==> config.mk <==
export PLATFORM = sky130hd
export DESIGN_NAME = shift_exec_unit
export DESIGN_NICKNAME = d
export VERILOG_FILES = /design/src/rtl/shift_pkg.sv /design/src/rtl/shift_exec_unit_step.sv /design/src/rtl/shift_exec_unit.sv
export SDC_FILE = /design/constraint.sdc
export NUM_CORES = 1
export LEC_CHECK = 0
export CAP_MARGIN = 5
export CELL_PAD_IN_SITES_DETAIL_PLACEMENT = 1
export CELL_PAD_IN_SITES_GLOBAL_PLACEMENT = 1
export CORE_MARGIN = 4
export CORE_UTILIZATION = 49
export DETAILED_ROUTE_END_ITERATION = 10
export DONT_BUFFER_PORTS = 1
export PLACE_DENSITY_LB_ADDON = 0.15
export SLEW_MARGIN = 30
export SYNTH_ARGS = -nofsm -noshare
export SYNTH_HDL_FRONTEND = slang
export SYNTH_SLANG_ARGS = --single-unit
==> constraint.sdc <==
create_clock -name clk -period 2.13 [get_ports clk]
set_input_delay 0.3195 -clock clk [delete_from_list [all_inputs] [get_ports clk]]
set_output_delay 0.3195 -clock clk [all_outputs]
set_load 0.02 [all_outputs]
==> src/rtl/shift_pkg.sv <==
// shift_pkg: shared encodings for the iterative shift execution unit.
// Optional feature macro: SHIFT_SRA_EN (enables sra decode with sign fill).
package shift_pkg;

  typedef enum logic [1:0] {
    ST_IDLE  = 2'd0,
    ST_SHIFT = 2'd1,
    ST_DONE  = 2'd2
  } state_t;

  typedef enum logic [1:0] {
    OP_PASS = 2'd0,
    OP_SLL  = 2'd1,
    OP_SRL  = 2'd2,
    OP_SRA  = 2'd3
  } op_t;

  localparam logic [5:0] FUNCT_SLL = 6'h00;
  localparam logic [5:0] FUNCT_SRL = 6'h02;
  localparam logic [5:0] FUNCT_SRA = 6'h03;
  localparam logic [1:0] SEL_SHIFT = 2'b11;

  // Anything that is not a recognised shift passes rt through unchanged.
  function automatic op_t decode_op(input logic [1:0] sel, input logic [5:0] funct);
    decode_op = OP_PASS;
    if (sel == SEL_SHIFT) begin
      case (funct)
        FUNCT_SLL: decode_op = OP_SLL;
        FUNCT_SRL: decode_op = OP_SRL;
`ifdef SHIFT_SRA_EN
        FUNCT_SRA: decode_op = OP_SRA;
`endif
        default:   decode_op = OP_PASS;
      endcase
    end
  endfunction

endpackage

==> src/rtl/shift_exec_unit_step.sv <==
// shift_step: combinational single-step shifter, moves acc by n (0..STEP) bits.
// Optional feature macro: SHIFT_SRA_EN (sign-filling right shift).
module shift_step
  import shift_pkg::*;
#(
  parameter int DATA_W = 32
) (
  input  logic [1:0]        op,
  input  logic [DATA_W-1:0] acc,
  input  logic [4:0]        n,
  output logic [DATA_W-1:0] shifted
);

  // Pick the shift flavour for this step; pass-through for anything else.
  always_comb begin
    shifted = acc;
    case (op_t'(op))
      OP_SLL:  shifted = acc << n;
      OP_SRL:  shifted = acc >> n;
`ifdef SHIFT_SRA_EN
      OP_SRA:  shifted = DATA_W'($signed(acc) >>> n);
`endif
      default: shifted = acc;
    endcase
  end

endmodule

==> src/rtl/shift_exec_unit.sv <==
// shift_exec_unit: multi-cycle sll/srl(/sra) unit for the EX stage, shifting
// STEP bits per clock with a start/busy/done handshake.
// Optional feature macro: SHIFT_SRA_EN (funct 6'h03 decodes to sra).
module shift_exec_unit
  import shift_pkg::*;
#(
  parameter int DATA_W = 32,
  parameter int STEP   = 1
) (
  input  logic              clk,
  input  logic              rst_n,
  input  logic              start,
  input  logic [1:0]        sel_operaB1,
  input  logic [5:0]        funct,
  input  logic [4:0]        shamt,
  input  logic [DATA_W-1:0] rt_data,
  output logic              busy,
  output logic              done,
  output logic [DATA_W-1:0] result
);

  localparam logic [4:0] STEP_W = 5'(STEP);

  state_t            state;
  state_t            state_nxt;
  op_t               op_q;
  op_t               op_dec;
  logic [DATA_W-1:0] acc;
  logic [DATA_W-1:0] acc_shifted;
  logic [4:0]        rem;
  logic [4:0]        n;
  logic              accept;

  assign op_dec = decode_op(sel_operaB1, funct);
  assign accept = start && (state != ST_SHIFT);

  // Never shift past the remaining amount, so the final step may be short.
  always_comb begin
    n = (rem < STEP_W) ? rem : STEP_W;
  end

  shift_step #(
    .DATA_W (DATA_W)
  ) u_step (
    .op      (op_q),
    .acc     (acc),
    .n       (n),
    .shifted (acc_shifted)
  );

  // State register; reset abandons any operation in flight.
  always_ff @(posedge clk or negedge rst_n) begin
    if (!rst_n) state <= ST_IDLE;
    else        state <= state_nxt;
  end

  // Next-state and handshake outputs; DONE can chain straight into SHIFT.
  always_comb begin
    state_nxt = state;
    busy      = 1'b0;
    done      = 1'b0;
    case (state)
      ST_IDLE:  if (start) state_nxt = ST_SHIFT;
      ST_SHIFT: begin
        busy = 1'b1;
        if (rem == 5'd0) state_nxt = ST_DONE;
      end
      ST_DONE: begin
        done      = 1'b1;
        state_nxt = start ? ST_SHIFT : ST_IDLE;
      end
      default:  state_nxt = ST_IDLE;
    endcase
  end

  // Operand capture on accept, iterative shifting, and result update on finish.
  always_ff @(posedge clk or negedge rst_n) begin
    if (!rst_n) begin
      acc    <= '0;
      rem    <= '0;
      op_q   <= OP_PASS;
      result <= '0;
    end else if (accept) begin
      acc  <= rt_data;
      op_q <= op_dec;
      rem  <= (op_dec == OP_PASS) ? 5'd0 : shamt;
    end else if (state == ST_SHIFT) begin
      if (rem == 5'd0) begin
        result <= acc;
      end else begin
        acc <= acc_shifted;
        rem <= rem - n;
      end
    end
  end

endmodule

# Yosys cells after proc, flatten, opt, wreduce, memory -nomap -nowiden
# Index checks and enable logic that the tools add are counted.
[word_totals]
register_bits = 73
input_bits = 48
out_inout_bits = 34
word_cells = 48
[op_classes]
addsub = 1
magnitude_cmp = 1
n_eq_ne = 10
shift = 2
muxes = 17
bitwise_logic = 1
reduce_logical = 11
[ops]
columns = ["operator", "count"]
rows = [
  ["two-way mux 32 bit", 3],
  ["one-hot mux 32 bit (2 select lines)", 1],
  ["left shift 32 x 5 -> 32 bit", 1],
  ["right shift 32 x 5 -> 32 bit", 1],
  ["two-way mux 5 bit", 5],
  ["== test 2 bit, second input constant", 3],
  ["== test 6 x 2 -> 1 bit, second input constant", 1],
  ["logical NOT 6 bit", 1],
  ["two-way mux 2 bit", 3],
  ["!= test 2 bit, second input constant", 3],
  ["one-hot mux 2 bit (3 select lines)", 1],
  ["AND reduction 3 bit", 2],
  ["logical NOT 5 bit", 1],
  ["less-than comparator 5 x 1 -> 1 bit, second input constant", 1],
  ["subtractor 5 bit", 1],
  ["== test 2 x 1 -> 1 bit, second input constant", 2],
  ["logical NOT 2 bit", 2],
  ["one-hot mux 2 bit (2 select lines)", 1],
  ["AND reduction 2 bit", 2],
  ["two-way mux 1 bit", 3],
  ["nonzero test 3 bit", 1],
  ["!= test 2 x 1 -> 1 bit, second input constant", 1],
  ["nonzero test 2 bit", 1],
  ["logical AND 1 bit", 1],
  ["inverter 1 bit", 1],
]

# Logic depth before layout (Yosys ltp)
[logic_depth]
depth_word = 7
mapped_depth = 7
mapped_depth_nobuf = 7

# Modules after synthesis
# A second synthesis with hierarchy kept.
[unflattened]
cells_unflattened = 828
area_unflattened_um2 = 8037.7
[by_module_without_submodules]
columns = ["module", "instances", "cells_per_inst", "area_each_um2", "seq_area_each_um2"]
rows = [
  ["shift_step", 1, 565, 4798.4, 0.0],
  ["shift_exec_unit", 1, 263, 3239.4, 1826.8],
]

# Worst setup path after synthesis
# No wires, ideal clock.
[synth_timing]
path_kind = "reg2reg"
startpoint = "reg rem[1]"
endpoint = "reg result[10]"
setup_ps = 127
t_arrival_ps = 1824
t_required_ps = 2003
setup_slack_ps = 178
stages_incl_launch_ff = 6
path_buffers = 1
synth_period_minus_slack_ps = 1952
cell_sequence = "dfrtp_1 -> or4_4 -> or2_4 -> nor2_8 -> buf_6 -> mux2_1"
[synth_via]
elab_chain_len = 2
[synth_rtl]
columns = ["item", "line_no", "text"]
rows = [
  ["start, declared", "shift_exec_unit.sv:30", "logic [4:0] rem;"],
  ["start signal, assigned", "shift_exec_unit.sv:86", "rem <= (op_dec == OP_PASS) ? 5'd0 : shamt;"],
  ["start signal, assigned", "shift_exec_unit.sv:92", "rem <= rem - n;"],
  ["logical NOT 5 bit", "shift_exec_unit.sv:88", "if (rem == 5'd0) begin"],
  ["AND reduction 3 bit (no line)", "--", ""],
  ["end signal, assigned", "shift_exec_unit.sv:82", "result <= '0;"],
  ["end signal, assigned", "shift_exec_unit.sv:89", "result <= acc;"],
  ["end, declared", "shift_exec_unit.sv:19", "output logic [DATA_W-1:0] result"],
]
# Every way passes these cells.
# A chain may end at the register's enable or synchronous reset.

# Worst setup path in the final report
[layout_timing]
startpoint = "reg rem[3]"
endpoint = "reg result[12]"
# Same word-level chain as after synthesis.

==> results.cfg <==
[critical_path]
ff2ff_path_depth = 5
cp_max_fo = 15
worstPathRequired_ns = 2.37
crit_path_start_kind = flip-flop
path_class = reg2reg
end_kind = flip-flop
regToRegSetupSlack_ns = 0.1
worstPathArrival_ns = 2.27

[final_layout]
num_antenna_cells = 0
final_common_cell = dfrtp_1
drive_gt1_frac = 0.225
final_area_mm2 = 0.00374
nets = 337
fill_cells = 651
final_cell_mix = dfrtp_1, nand2_1, o22ai_1, mux2_1, o221a_2
area_delta_synth_final_pct = 11.6

[sta]
holdWs_ns = 0.0911
worst_slack_ns = 0.0986
maxSlewHeadroom = 0.601
rsz0062_at_grt = false
maxSlewViolCount = 0
finalSetupViolCount = 0
setup_tns_ns = 0
finalWorstPathRequiredPeriod_ns = 2.03
max_freq_ghz = 0.492
skew_ns = 0.00875
finalHoldViolCount = 0
worstMarginPinSlew_ns = 0.597
post-route-period-util = 0.954

[pwr]
clock_power_share = 0.203
power.switching_mw = 2.39
ir_drop_mv = 0.788
p_comb_frac = 0.284
internal-power_mw = 3.63
sequentialPowerShare = 0.513
power.share.switching = 0.396
p_leak_nw = 1.49
power.density_mw_per_mm2 = 1610

[grt]
grt_pass1_wl_um = 13900
grt_antenna_before_repair = 0
grt_usage = 0.215
overflow = 0
grt_pass1_vias = 2564
grt_max_degree = 74

[clock_tree]
hold_buffers = 2
cts_tree = built
numCtsBuffers = 9
clockBufferDepth = 2
clockRootBuffer = clkbuf_8
htree_levels = 3
clock-sinks = 73
ctsResizeCount = 0
cts_setup_buffers = 0
clk_pin_slew_worst_paths_ns = 0.08
insertion_delay_ns = 0.36

[synthesis]
seq_area_frac_synth = 0.545
ys_types = 39
synthesis.area_mm2 = 0.00335
async_flop_share = 1.00
synth_top_area_share = 0.545
synth_edf_count = 0
syn_area_per_cell_um2 = 11.9
synthFlopType = dfrtp_1
synth.top_cells.by_area = dfrtp_1, mux2_1, o221a_2, o22ai_1, nand2_1
synth_top_cell_by_area = dfrtp_1
synth_seq_cells = 73
syn_inst = 281
syn_nets = 330
yosysWarnings = 0

[floorplan]
rows = 29
die_h_um = 90.7
core_mm2 = 0.00649
die_area_mm2 = 0.00823
num_io_pins = 82
die_x_um = 90.7
start_util = 0.516

[placement]
routabilityCongestion = 0.789
postPlaceCellArea_mm2 = 0.00348
io_buffers = 0
hpwl_um = 5660
dp_slack_ns = 0.106

[detailed_routing]
drt_pre_antenna_iters = 4
wl_um = 8460
post_drt_via_cell_ratio = 6.48
ant_nets = 0
wl_per_cell_um = 22.9
num_vias = 2397
drt_iter0_drc = 106
route.detailed.drc = 0

[min_path]
min_path_type = in2reg
whs_path_depth = 2

[outcome]
outcome = completed

[run]
max-cap-violations = 0
## layout make-up
| class | instances | area [um2] | area share |
|---|---|---|---|
| clock buffers | 12 | 145 | 0.0388 |
| repair buffers | 17 | 188 | 0.0502 |
| clock inverters | 4 | 76.3 | 0.0204 |
| inverters | 7 | 26.3 | 0.00703 |
| well taps | 77 | 96.3 | 0.0258 |
| flip-flops and latches | 73 | 1830 | 0.488 |
| multi-input cells | 180 | 1380 | 0.369 |
## cells in the mapped netlist (2+ instances only)
cell,count
o22ai_1,29
nand2b_1,4
nor2_1,5
o21ai_0,3
a21oi_1,5
clkbuf_1,15
o221a_2,27
nand2_1,33
dfrtp_1,73
mux2_1,29
nor3_1,6
inv_1,7
a31oi_1,2
nand3_1,4
mux2_2,3
a22o_1,2
nor2b_1,5
a211oi_1,2
a32oi_1,2
buf_6,5
a22oi_1,2
## registers in the layout, summed over array words and instances, names as in the netlist
register  count
acc          32
op_q          2
rem           5
result       32
state         2
## power groups by stage
stage	registers, mW	clock network, mW	logic [mW]
finish	3.09	1.22	1.71
global route	3.19	1.32	1.90
CTS	3.10	1.25	1.74
detailed placement	3.12	0	1.69
global placement	3.08	0	1.61
floorplan	2.88	0	1.33
## metrics by stage
| step | util | total power, mW | cells |
|---|---|---|---|
| after floorplan | - | 4.21 | 281 |
| after global placement | 0.536 | 4.70 | 352 |
| after detailed placement | 0.536 | 4.80 | 352 |
| after CTS | 0.576 | 6.09 | 370 |
| after global routing | 0.576 | 6.41 | 370 |
| final | 0.576 | 6.02 | 370 |
## cell families after synthesis
kind of cell    count (synthesis)  share of synthesized area
fa+ha+maj                       1                    0.00373
simple gates                   64                     0.0959
compound gates                 82                      0.202
flops                          73                      0.545
mux                            33                      0.110
buf+inv                        28                     0.0429
## critical path, cell delays in order (launching register included)
cell     delay (ns)
dfrtp_1        0.43
or4_4          0.56
or2_4          0.29
nor2_8         0.12
buf_12         0.16
mux2_1         0.34
## final timing paths
kind,start,end
hold reg to reg,state[0]$_DFFE_PN0P_,state[0]$_DFFE_PN0P_
min in group asynchronous,rst_n,result[17]$_DFFE_PN0P_
setup / recovery,rem[3]$_DFFE_PN0P_,result[12]$_DFFE_PN0P_
setup reg to reg,rem[3]$_DFFE_PN0P_,result[12]$_DFFE_PN0P_
hold / removal,funct[1],op_q[1]$_DFFE_PN0P_
max in group asynchronous,rst_n,acc[6]$_DFFE_PN0P_
## layer usage
metal	up-vias	global-route usage	wire [um]
met5	-	0	0
met4	0	0.0816	151
met3	12	0.0658	500
met2	66	0.341	4090
met1	1233	0.277	3710
li1	1086	-	-
Note: power is estimated with default switching activity, not from simulation.
